## src/rtl/reg_wb_arb_if.sv

```systemverilog
// Bundle of the write-back arbiter's bus signals: ALU result, long-latency result,
// issue-side scoreboard query and the registered register-file write port.
interface reg_wb_arb_if;
    logic        alu_valid;
    logic [4:0]  alu_num;
    logic [31:0] alu_data;
    logic        wb_stall;

    logic        lsu_valid;
    logic        lsu_ready;
    logic [4:0]  lsu_num;
    logic [31:0] lsu_data;

    logic        issue_valid;
    logic [4:0]  issue_num;
    logic [4:0]  rd1;
    logic [4:0]  rd2;
    logic        busy1;
    logic        busy2;

    logic        reg_wr;
    logic [4:0]  wr_num;
    logic [31:0] wr_data;

    modport master (
        output alu_valid, alu_num, alu_data,
        output lsu_valid, lsu_num, lsu_data,
        output issue_valid, issue_num, rd1, rd2,
        input  wb_stall, lsu_ready, busy1, busy2,
        input  reg_wr, wr_num, wr_data
    );

    modport slave (
        input  alu_valid, alu_num, alu_data,
        input  lsu_valid, lsu_num, lsu_data,
        input  issue_valid, issue_num, rd1, rd2,
        output wb_stall, lsu_ready, busy1, busy2,
        output reg_wr, wr_num, wr_data
    );
endinterface

```

## src/rtl/reg_wb_arb.sv

```systemverilog
// Write-back arbiter for the general register file: merges ALU results with buffered
// long-latency results and keeps a pending-write scoreboard for RAW stalls.
module reg_wb_arb #(
    parameter int STARVE_LIMIT = 4
) (
    input  logic         clk,
    input  logic         rst,
    reg_wb_arb_if.slave  bus
);
    localparam int SW = ($clog2(STARVE_LIMIT + 1) > 3) ? $clog2(STARVE_LIMIT + 1) : 3;
    localparam logic [SW-1:0] STARVE_MAX = SW'(STARVE_LIMIT);

    logic [4:0]    fnum_q  [2];
    logic [4:0]    fnum_d  [2];
    logic [31:0]   fdata_q [2];
    logic [31:0]   fdata_d [2];
    logic          rd_ptr_q, rd_ptr_d;
    logic          wr_ptr_q, wr_ptr_d;
    logic [1:0]    count_q, count_d;
    logic [SW-1:0] starve_q, starve_d;
    logic [31:0]   pending_q, pending_d;
    logic          reg_wr_q, reg_wr_d;
    logic [4:0]    wr_num_q, wr_num_d;
    logic [31:0]   wr_data_q, wr_data_d;
    logic          src_lsu_q, src_lsu_d;

    logic fifo_nonempty;
    logic lsu_ready_c;
    logic push;
    logic force_pop;
    logic pop;
    logic bypass;
    logic enqueue;

    // An LSU result arriving into an empty buffer with no ALU competition goes
    // straight to the write port so the load costs only one cycle.
    always_comb begin
        fifo_nonempty = (count_q != 2'd0);
        lsu_ready_c   = !rst && (count_q != 2'd2);
        push          = bus.lsu_valid && lsu_ready_c;
        force_pop     = fifo_nonempty && (starve_q >= STARVE_MAX);
        pop           = force_pop || (fifo_nonempty && !bus.alu_valid);
        bypass        = push && !fifo_nonempty && !bus.alu_valid;
        enqueue       = push && !bypass;
    end

    always_comb begin
        reg_wr_d  = 1'b0;
        wr_num_d  = wr_num_q;
        wr_data_d = wr_data_q;
        src_lsu_d = 1'b0;
        if (pop) begin
            reg_wr_d  = (fnum_q[rd_ptr_q] != 5'd0);
            wr_num_d  = fnum_q[rd_ptr_q];
            wr_data_d = fdata_q[rd_ptr_q];
            src_lsu_d = 1'b1;
        end else if (bus.alu_valid) begin
            reg_wr_d  = (bus.alu_num != 5'd0);
            wr_num_d  = bus.alu_num;
            wr_data_d = bus.alu_data;
        end else if (bypass) begin
            reg_wr_d  = (bus.lsu_num != 5'd0);
            wr_num_d  = bus.lsu_num;
            wr_data_d = bus.lsu_data;
            src_lsu_d = 1'b1;
        end
    end

    always_comb begin
        fnum_d   = fnum_q;
        fdata_d  = fdata_q;
        rd_ptr_d = rd_ptr_q;
        wr_ptr_d = wr_ptr_q;
        if (enqueue) begin
            fnum_d[wr_ptr_q]  = bus.lsu_num;
            fdata_d[wr_ptr_q] = bus.lsu_data;
            wr_ptr_d          = !wr_ptr_q;
        end
        if (pop) begin
            rd_ptr_d = !rd_ptr_q;
        end
        count_d = count_q + 2'(enqueue) - 2'(pop);
    end

    always_comb begin
        starve_d = starve_q;
        if (pop || !fifo_nonempty) begin
            starve_d = '0;
        end else if (starve_q < STARVE_MAX) begin
            starve_d = starve_q + SW'(1);
        end
    end

    // Clear happens on the edge the register file captures the data; a fresh issue
    // to the same register in that cycle must stay pending.
    always_comb begin
        pending_d = pending_q;
        if (reg_wr_q && src_lsu_q) begin
            pending_d[wr_num_q] = 1'b0;
        end
        if (bus.issue_valid) begin
            pending_d[bus.issue_num] = 1'b1;
        end
        pending_d[0] = 1'b0;
    end

    always_ff @(posedge clk) begin
        if (rst) begin
            rd_ptr_q  <= 1'b0;
            wr_ptr_q  <= 1'b0;
            count_q   <= 2'd0;
            starve_q  <= '0;
            pending_q <= 32'd0;
            reg_wr_q  <= 1'b0;
            wr_num_q  <= 5'd0;
            wr_data_q <= 32'd0;
            src_lsu_q <= 1'b0;
        end else begin
            rd_ptr_q  <= rd_ptr_d;
            wr_ptr_q  <= wr_ptr_d;
            count_q   <= count_d;
            starve_q  <= starve_d;
            pending_q <= pending_d;
            reg_wr_q  <= reg_wr_d;
            wr_num_q  <= wr_num_d;
            wr_data_q <= wr_data_d;
            src_lsu_q <= src_lsu_d;
        end
    end

    always_ff @(posedge clk) begin
        fnum_q  <= fnum_d;
        fdata_q <= fdata_d;
    end

    assign bus.lsu_ready = lsu_ready_c;
    assign bus.wb_stall  = !rst && force_pop && bus.alu_valid;
    assign bus.busy1     = !rst && pending_q[bus.rd1];
    assign bus.busy2     = !rst && pending_q[bus.rd2];
    assign bus.reg_wr    = reg_wr_q;
    assign bus.wr_num    = wr_num_q;
    assign bus.wr_data   = wr_data_q;
endmodule

```

## src/flat_wrapper.sv

```systemverilog
// flat-port wrapper written by rule: the top's interface ports become plain ports
module reg_wb_arb_flat 
#(
    parameter int STARVE_LIMIT = 4
)
  (clk, rst, bus_alu_valid, bus_alu_num, bus_alu_data, bus_lsu_valid, bus_lsu_num, bus_lsu_data, bus_issue_valid, bus_issue_num, bus_rd1, bus_rd2, bus_wb_stall, bus_lsu_ready, bus_busy1, bus_busy2, bus_reg_wr, bus_wr_num, bus_wr_data);
  reg_wb_arb_if bus_i ();
  input  logic clk;
  input  logic rst;
  input wire logic [$bits(bus_i.alu_valid)-1:0] bus_alu_valid;
  input wire logic [$bits(bus_i.alu_num)-1:0] bus_alu_num;
  input wire logic [$bits(bus_i.alu_data)-1:0] bus_alu_data;
  input wire logic [$bits(bus_i.lsu_valid)-1:0] bus_lsu_valid;
  input wire logic [$bits(bus_i.lsu_num)-1:0] bus_lsu_num;
  input wire logic [$bits(bus_i.lsu_data)-1:0] bus_lsu_data;
  input wire logic [$bits(bus_i.issue_valid)-1:0] bus_issue_valid;
  input wire logic [$bits(bus_i.issue_num)-1:0] bus_issue_num;
  input wire logic [$bits(bus_i.rd1)-1:0] bus_rd1;
  input wire logic [$bits(bus_i.rd2)-1:0] bus_rd2;
  output wire logic [$bits(bus_i.wb_stall)-1:0] bus_wb_stall;
  output wire logic [$bits(bus_i.lsu_ready)-1:0] bus_lsu_ready;
  output wire logic [$bits(bus_i.busy1)-1:0] bus_busy1;
  output wire logic [$bits(bus_i.busy2)-1:0] bus_busy2;
  output wire logic [$bits(bus_i.reg_wr)-1:0] bus_reg_wr;
  output wire logic [$bits(bus_i.wr_num)-1:0] bus_wr_num;
  output wire logic [$bits(bus_i.wr_data)-1:0] bus_wr_data;
  assign bus_i.alu_valid = bus_alu_valid;
  assign bus_i.alu_num = bus_alu_num;
  assign bus_i.alu_data = bus_alu_data;
  assign bus_i.lsu_valid = bus_lsu_valid;
  assign bus_i.lsu_num = bus_lsu_num;
  assign bus_i.lsu_data = bus_lsu_data;
  assign bus_i.issue_valid = bus_issue_valid;
  assign bus_i.issue_num = bus_issue_num;
  assign bus_i.rd1 = bus_rd1;
  assign bus_i.rd2 = bus_rd2;
  assign bus_wb_stall = bus_i.wb_stall;
  assign bus_lsu_ready = bus_i.lsu_ready;
  assign bus_busy1 = bus_i.busy1;
  assign bus_busy2 = bus_i.busy2;
  assign bus_reg_wr = bus_i.reg_wr;
  assign bus_wr_num = bus_i.wr_num;
  assign bus_wr_data = bus_i.wr_data;
  reg_wb_arb #(.STARVE_LIMIT(STARVE_LIMIT)) u_core (.clk(clk), .rst(rst), .bus(bus_i));
endmodule
```

## config.mk

```make
export PLATFORM = sky130hd
export DESIGN_NAME = reg_wb_arb_flat
export DESIGN_NICKNAME = d
export VERILOG_FILES = /design/src/rtl/reg_wb_arb_if.sv /design/src/rtl/reg_wb_arb.sv /design/src/flat_wrapper.sv
export SDC_FILE = /design/constraint.sdc
export NUM_CORES = 1
export LEC_CHECK = 0
export CAP_MARGIN = 15
export CORE_ASPECT_RATIO = 0.7
export CORE_MARGIN = 5
export CORE_UTILIZATION = 52
export DETAILED_ROUTE_END_ITERATION = 12
export PLACE_DENSITY_LB_ADDON = 0.3
export SYNTH_ARGS = -nofsm -noshare
export SYNTH_HDL_FRONTEND = slang
export SYNTH_SLANG_ARGS = --single-unit
```

## constraint.sdc

```tcl
create_clock -name clk -period 4.4 [get_ports clk]
set_clock_uncertainty 0.2 [all_clocks]
set_input_delay 0.44 -clock clk [delete_from_list [all_inputs] [get_ports clk]]
set_output_delay 0.44 -clock clk [all_outputs]
set_load 0.1 [all_outputs]
```

======== Word-level counts from Yosys, hierarchy flattened ========
Cells that the tools add are included.
word-level totals
  bits in registers ....................... 152
  bits of input ports ..................... 94
  output and inout port bits .............. 42
  logic and storage cells ................. 97
cells by class
  add/subtract/negate cells ............... 3
  magnitude comparators ................... 11
  eq/ne operators ......................... 1
  muxes and demuxes ....................... 34
  bitwise gates (word level) .............. 5
  reductions and logical operators ........ 29
operators by type and width
  cell                                                                                 number
  32-bit two-way mux                                                                   9
  64-bit bitwise mux                                                                   1
  5-bit two-way mux                                                                    7
  32-bit bitwise AND                                                                   1
  32-bit demux with 1-bit select                                                       1
  32-bit NOT                                                                           1
  32-bit bitwise OR                                                                    1
  5-bit by 6-bit less-than comparator with 1-bit output, second input constant         4
  1-bit logical AND                                                                    15
  5-bit nonzero test                                                                   3
  1-bit binary-select mux with 5-bit select                                            2
  10-bit bitwise mux                                                                   1
  1-bit demux with 5-bit select                                                        2
  5-bit by 1-bit greater-or-equal comparator with 1-bit output, second input constant  2
  1-bit two-way mux                                                                    10
  1-bit logical NOT                                                                    6
  5-bit demux with 1-bit select                                                        1
  2-bit greater-or-equal comparator, second input constant                             2
  1-bit NOT with 2-bit output                                                          2
  3-bit by 1-bit adder with 3-bit output, second input constant                        1
  3-bit greater-or-equal comparator, second input constant                             1
  3-bit less-than comparator, second input constant                                    1
  3-bit nonzero test                                                                   1
  2-bit by 1-bit adder with 2-bit output                                               1
  6 further kinds                                                                      7

======== Depth between registers and ports, before layout ========
  depth in word-level cells ............... 9
  gate-level depth with buffers ........... 8
  mapped depth without buffers ............ 7

======== Worst setup path after synthesis ========
Ideal clock, no wire load.
  kind .................................... input port to output port
  start point ............................. in rst
  end point ............................... out bus_wb_stall
  arrival time ............................ 3657 ps
  required time ........................... 3760 ps
  setup slack ............................. 103 ps
  cell stages on the path ................. 3
  path buffers ............................ 2
  cell sequence ........................... buf_2 -> clkbuf_1 -> nor4_1
between the ends
  word-level cells in the longest chain between the ends .. 3
RTL lines
  what                             RTL line            text
  start, declared                  flat_wrapper.sv:9   input logic rst;
  1-bit logical NOT                reg_wb_arb.sv:137   assign bus.wb_stall = !rst && force_pop && bus.alu_valid;
  1-bit logical AND (2 in series)  reg_wb_arb.sv:137
  end, declared                    flat_wrapper.sv:20  output wire logic [$bits(bus_i.wb_stall)-1:0] bus_wb_stall;
No other way between the ends.

======== Worst setup path in the final report ========
  start point ............................. in bus_rd2[1]
  end point ............................... out bus_busy2
between the ends
  word-level cells in the longest chain between the ends .. 3
RTL lines
  what                                       RTL line            text
  start, declared                            flat_wrapper.sv:19  input wire logic [$bits(bus_i.rd2)-1:0] bus_rd2;
  1-bit binary-select mux with 5-bit select  reg_wb_arb.sv:139   assign bus.busy2 = !rst && pending_q[bus.rd2];
  1-bit two-way mux (implied by the code)    reg_wb_arb.sv:139
  1-bit logical AND                          reg_wb_arb.sv:139
  end, declared                              flat_wrapper.sv:23  output wire logic [$bits(bus_i.busy2)-1:0] bus_busy2;
No other way between the ends. The select of a mux whose other input is x is not followed.

==> reports/results.txt <==
Status -> complete, no violations
Worst path arrival time -> 2670 ps
Pwr dens -> 537 nW/um^2
Worst slew pin tran -> 1150 ps
Flop-to-flop setup slack -> 2050 ps
Unrepaired setup endpoints after global routing -> no
Count leader, synth -> nand2_1
Final period util -> 75.2%
Peak VDD IR -> 407 uV
Max Slew Vio Count -> 0
Main synth FF type -> dfxtp_1
CP Launch Type -> primary input
Vias per std cell -> 5.99
Initial Utilization -> 52.9%
Final min period -> 3310 ps
Relative slew slack -> 23.3%
Hold buffer count at CTS -> 0
Chip Width -> 148 um
Cell accounting for the most synthesized area -> edfxtp_1
R2r startpoint -> u_core.count_q[1]$_SDFF_PP0_
Clock Tree Buf Depth -> 2
Core Footprint -> 13100 um^2
Setup crit end -> bus_busy2
Setup TNS -> 0 ps
Largest net degree at the start of global routing -> 79
Via count -> 5632
Post-synth top cells -> 119 x nand2_1, 77 x dfxtp_1, 74 x edfxtp_1, 71 x a21oi_1, 50 x mux2i_1
Syn_nets -> 738
Gr ovfl total -> 0
Resized cells post-CTS -> 0
Max Freq -> 302 MHz
Synth async-reset ratio -> 0%
Syn avg cell area -> 10.8 um^2
Total power -> 0.00482 W
Post-synth cell types -> 38
Worst min path class -> flip-flop to flip-flop
TritonCTS clock tree -> built
Synth top area share -> 32.0%
Number of synthesized register bits -> 151
GRT Resource Usage Total -> 23.5%
Critical path fanouts, max -> 10
Mapped Cells -> 642
FF-to-FF path depth -> 4
Finished Layout Cells -> 940
Final hold vios -> 0
CTS Sinks -> 151
Pre-antenna DRT Iters -> 5
WL met1 -> 7670 um
Starting DRT DRC Count -> 473
Worst Setup Path Type -> primary input to output pin
Total Wirelength -> 18400 um
DR top layer -> met5
Setup crit start -> bus_rd2[1]
Full die area -> 15800 um^2
Postcts setup bufs -> 0
Critical Path RT -> 3760 ps
Clk_lat worst skew -> 420 ps
Final hold slack -> 233 ps
Sequential share of the synthesized area -> 54.2%
Initial antenna violation count -> 1
Die H -> 107 um
Final nets -> 857
Leak -> 3.08 nW
Mapped cell area -> 6950 um^2
Diode count -> 0
TritonCTS buffer count -> 17
Endpoints failing setup -> 0
Crit path capture type -> output pin
Vias in the first global route -> 5637
WL/cell -> 19.5 um
H-tree levels -> 4
Fraction of layout cells with a size suffix above 1 -> 11.9%
I/O pins -> 136
Cell Rows -> 35
Cell total after placement -> 908
MaxCap Viol Count -> 0
DRC Markers -> 0
Met3 routed WL -> 1870 um
First-pass GRT wire length -> 29200 um
WL met2 -> 8440 um
Ys Warns -> 0
Port Buffers -> 135
Root Buffer -> clkbuf_16
Area delta synth->final -> 29.0%
Dpl hpwl -> 12700 um
Synth area leaders -> edfxtp_1 32%, dfxtp_1 22%, mux2i_1 7.2%
R2r endpoint -> u_core.fnum_q[5]$_DFFE_PP_
Antenna-violating nets left -> 0
Post-synth EDFFs -> 74
Gp weighted congestion -> 0.934
Clock-pin slew on the worst setup and hold paths -> 70 ps
## metrics by stage
step	util, %	cell area (um^2)	setup slack, ps
after floorplan	-	6950	103
final	68.2	8960	1090
after global placement	63.8	8380	1180
after CTS	68.2	8960	1100
after global routing	68.2	8960	1000
after detailed placement	63.8	8380	1110
## worst max-delay path: stages
cell	delay (ps)
clkdlybuf4s50_1	750
mux4_1	600
mux2_2	280
a21oi_2	120
o31ai_1	80
and3_1	150
buf_4	230
## registers in the layout, indices dropped and copies added (netlist names), 2 cells and up
signal              cells
u_core.fdata_q         64
u_core.bus.wr_data     32
u_core.pending_q       31
u_core.fnum_q          10
u_core.bus.wr_num       5
u_core.starve_q         3
u_core.count_q          2
## placed cells by master (no fill, tap or decap), drive strengths merged, types with 7 or more instances in the layout
cell	instances
clkdlybuf4s50	130
nand2	119
dfxtp	77
edfxtp	74
a21oi	73
mux2i	50
mux2	38
o21ai	34
o211ai	33
nor2	19
clkbuf	18
buf	14
inv	11
mux4	10
nor2b	7
nand3b	7
nand3	7
## layout make-up
cell class | instances | area [um^2]
clock buffers | 18 | 439
inverters | 5 | 18.8
repair buffers | 144 | 1400
flip-flops and latches | 151 | 3760
fillers | 954 | 4180
well taps | 166 | 208
multi-input cells | 442 | 2990
clock inverters | 14 | 143
## metal layers
metal	up-vias	track usage [%]
met5	-	0
met1	2722	30.4
met3	37	7.98
met4	2	8.44
li1	2601	-
met2	270	37.1
## logic make-up after synthesis
logic type	count (synthesis)	synth area share (%)
buffers and inverters	49	3.12
and+or+nand+nor	190	12.3
adders and majority gates	2	0.360
xor gates and xnor gates	4	0.505
muxes	98	17.2
AOI/OAI and AO/OA	148	12.3
DFF	151	54.2
## worst min path at each step
stage	slack [ps]	from	to	depth (start not counted)
floorplan	200	u_core.starve_q[0]$_SDFFE_PP0N_	u_core.starve_q[0]$_SDFFE_PP0N_	1
global placement	210	u_core.starve_q[0]$_SDFFE_PP0N_	u_core.starve_q[0]$_SDFFE_PP0N_	1
detailed placement	230	u_core.starve_q[0]$_SDFFE_PP0N_	u_core.starve_q[0]$_SDFFE_PP0N_	1
CTS	240	u_core.starve_q[0]$_SDFFE_PP0N_	u_core.starve_q[0]$_SDFFE_PP0N_	1
global route	250	u_core.starve_q[0]$_SDFFE_PP0N_	u_core.starve_q[0]$_SDFFE_PP0N_	1
finish	230	u_core.starve_q[0]$_SDFFE_PP0N_	u_core.starve_q[0]$_SDFFE_PP0N_	1
## power by group
part	internal, W	switching, W	leakage [nW]
clock network	0.000809	0.000616	0.276
logic	0.000503	0.00116	1.50
registers	0.00163	0.000102	1.30
total	0.00294	0.00188	3.08
(Power assumes the default switching activity.)
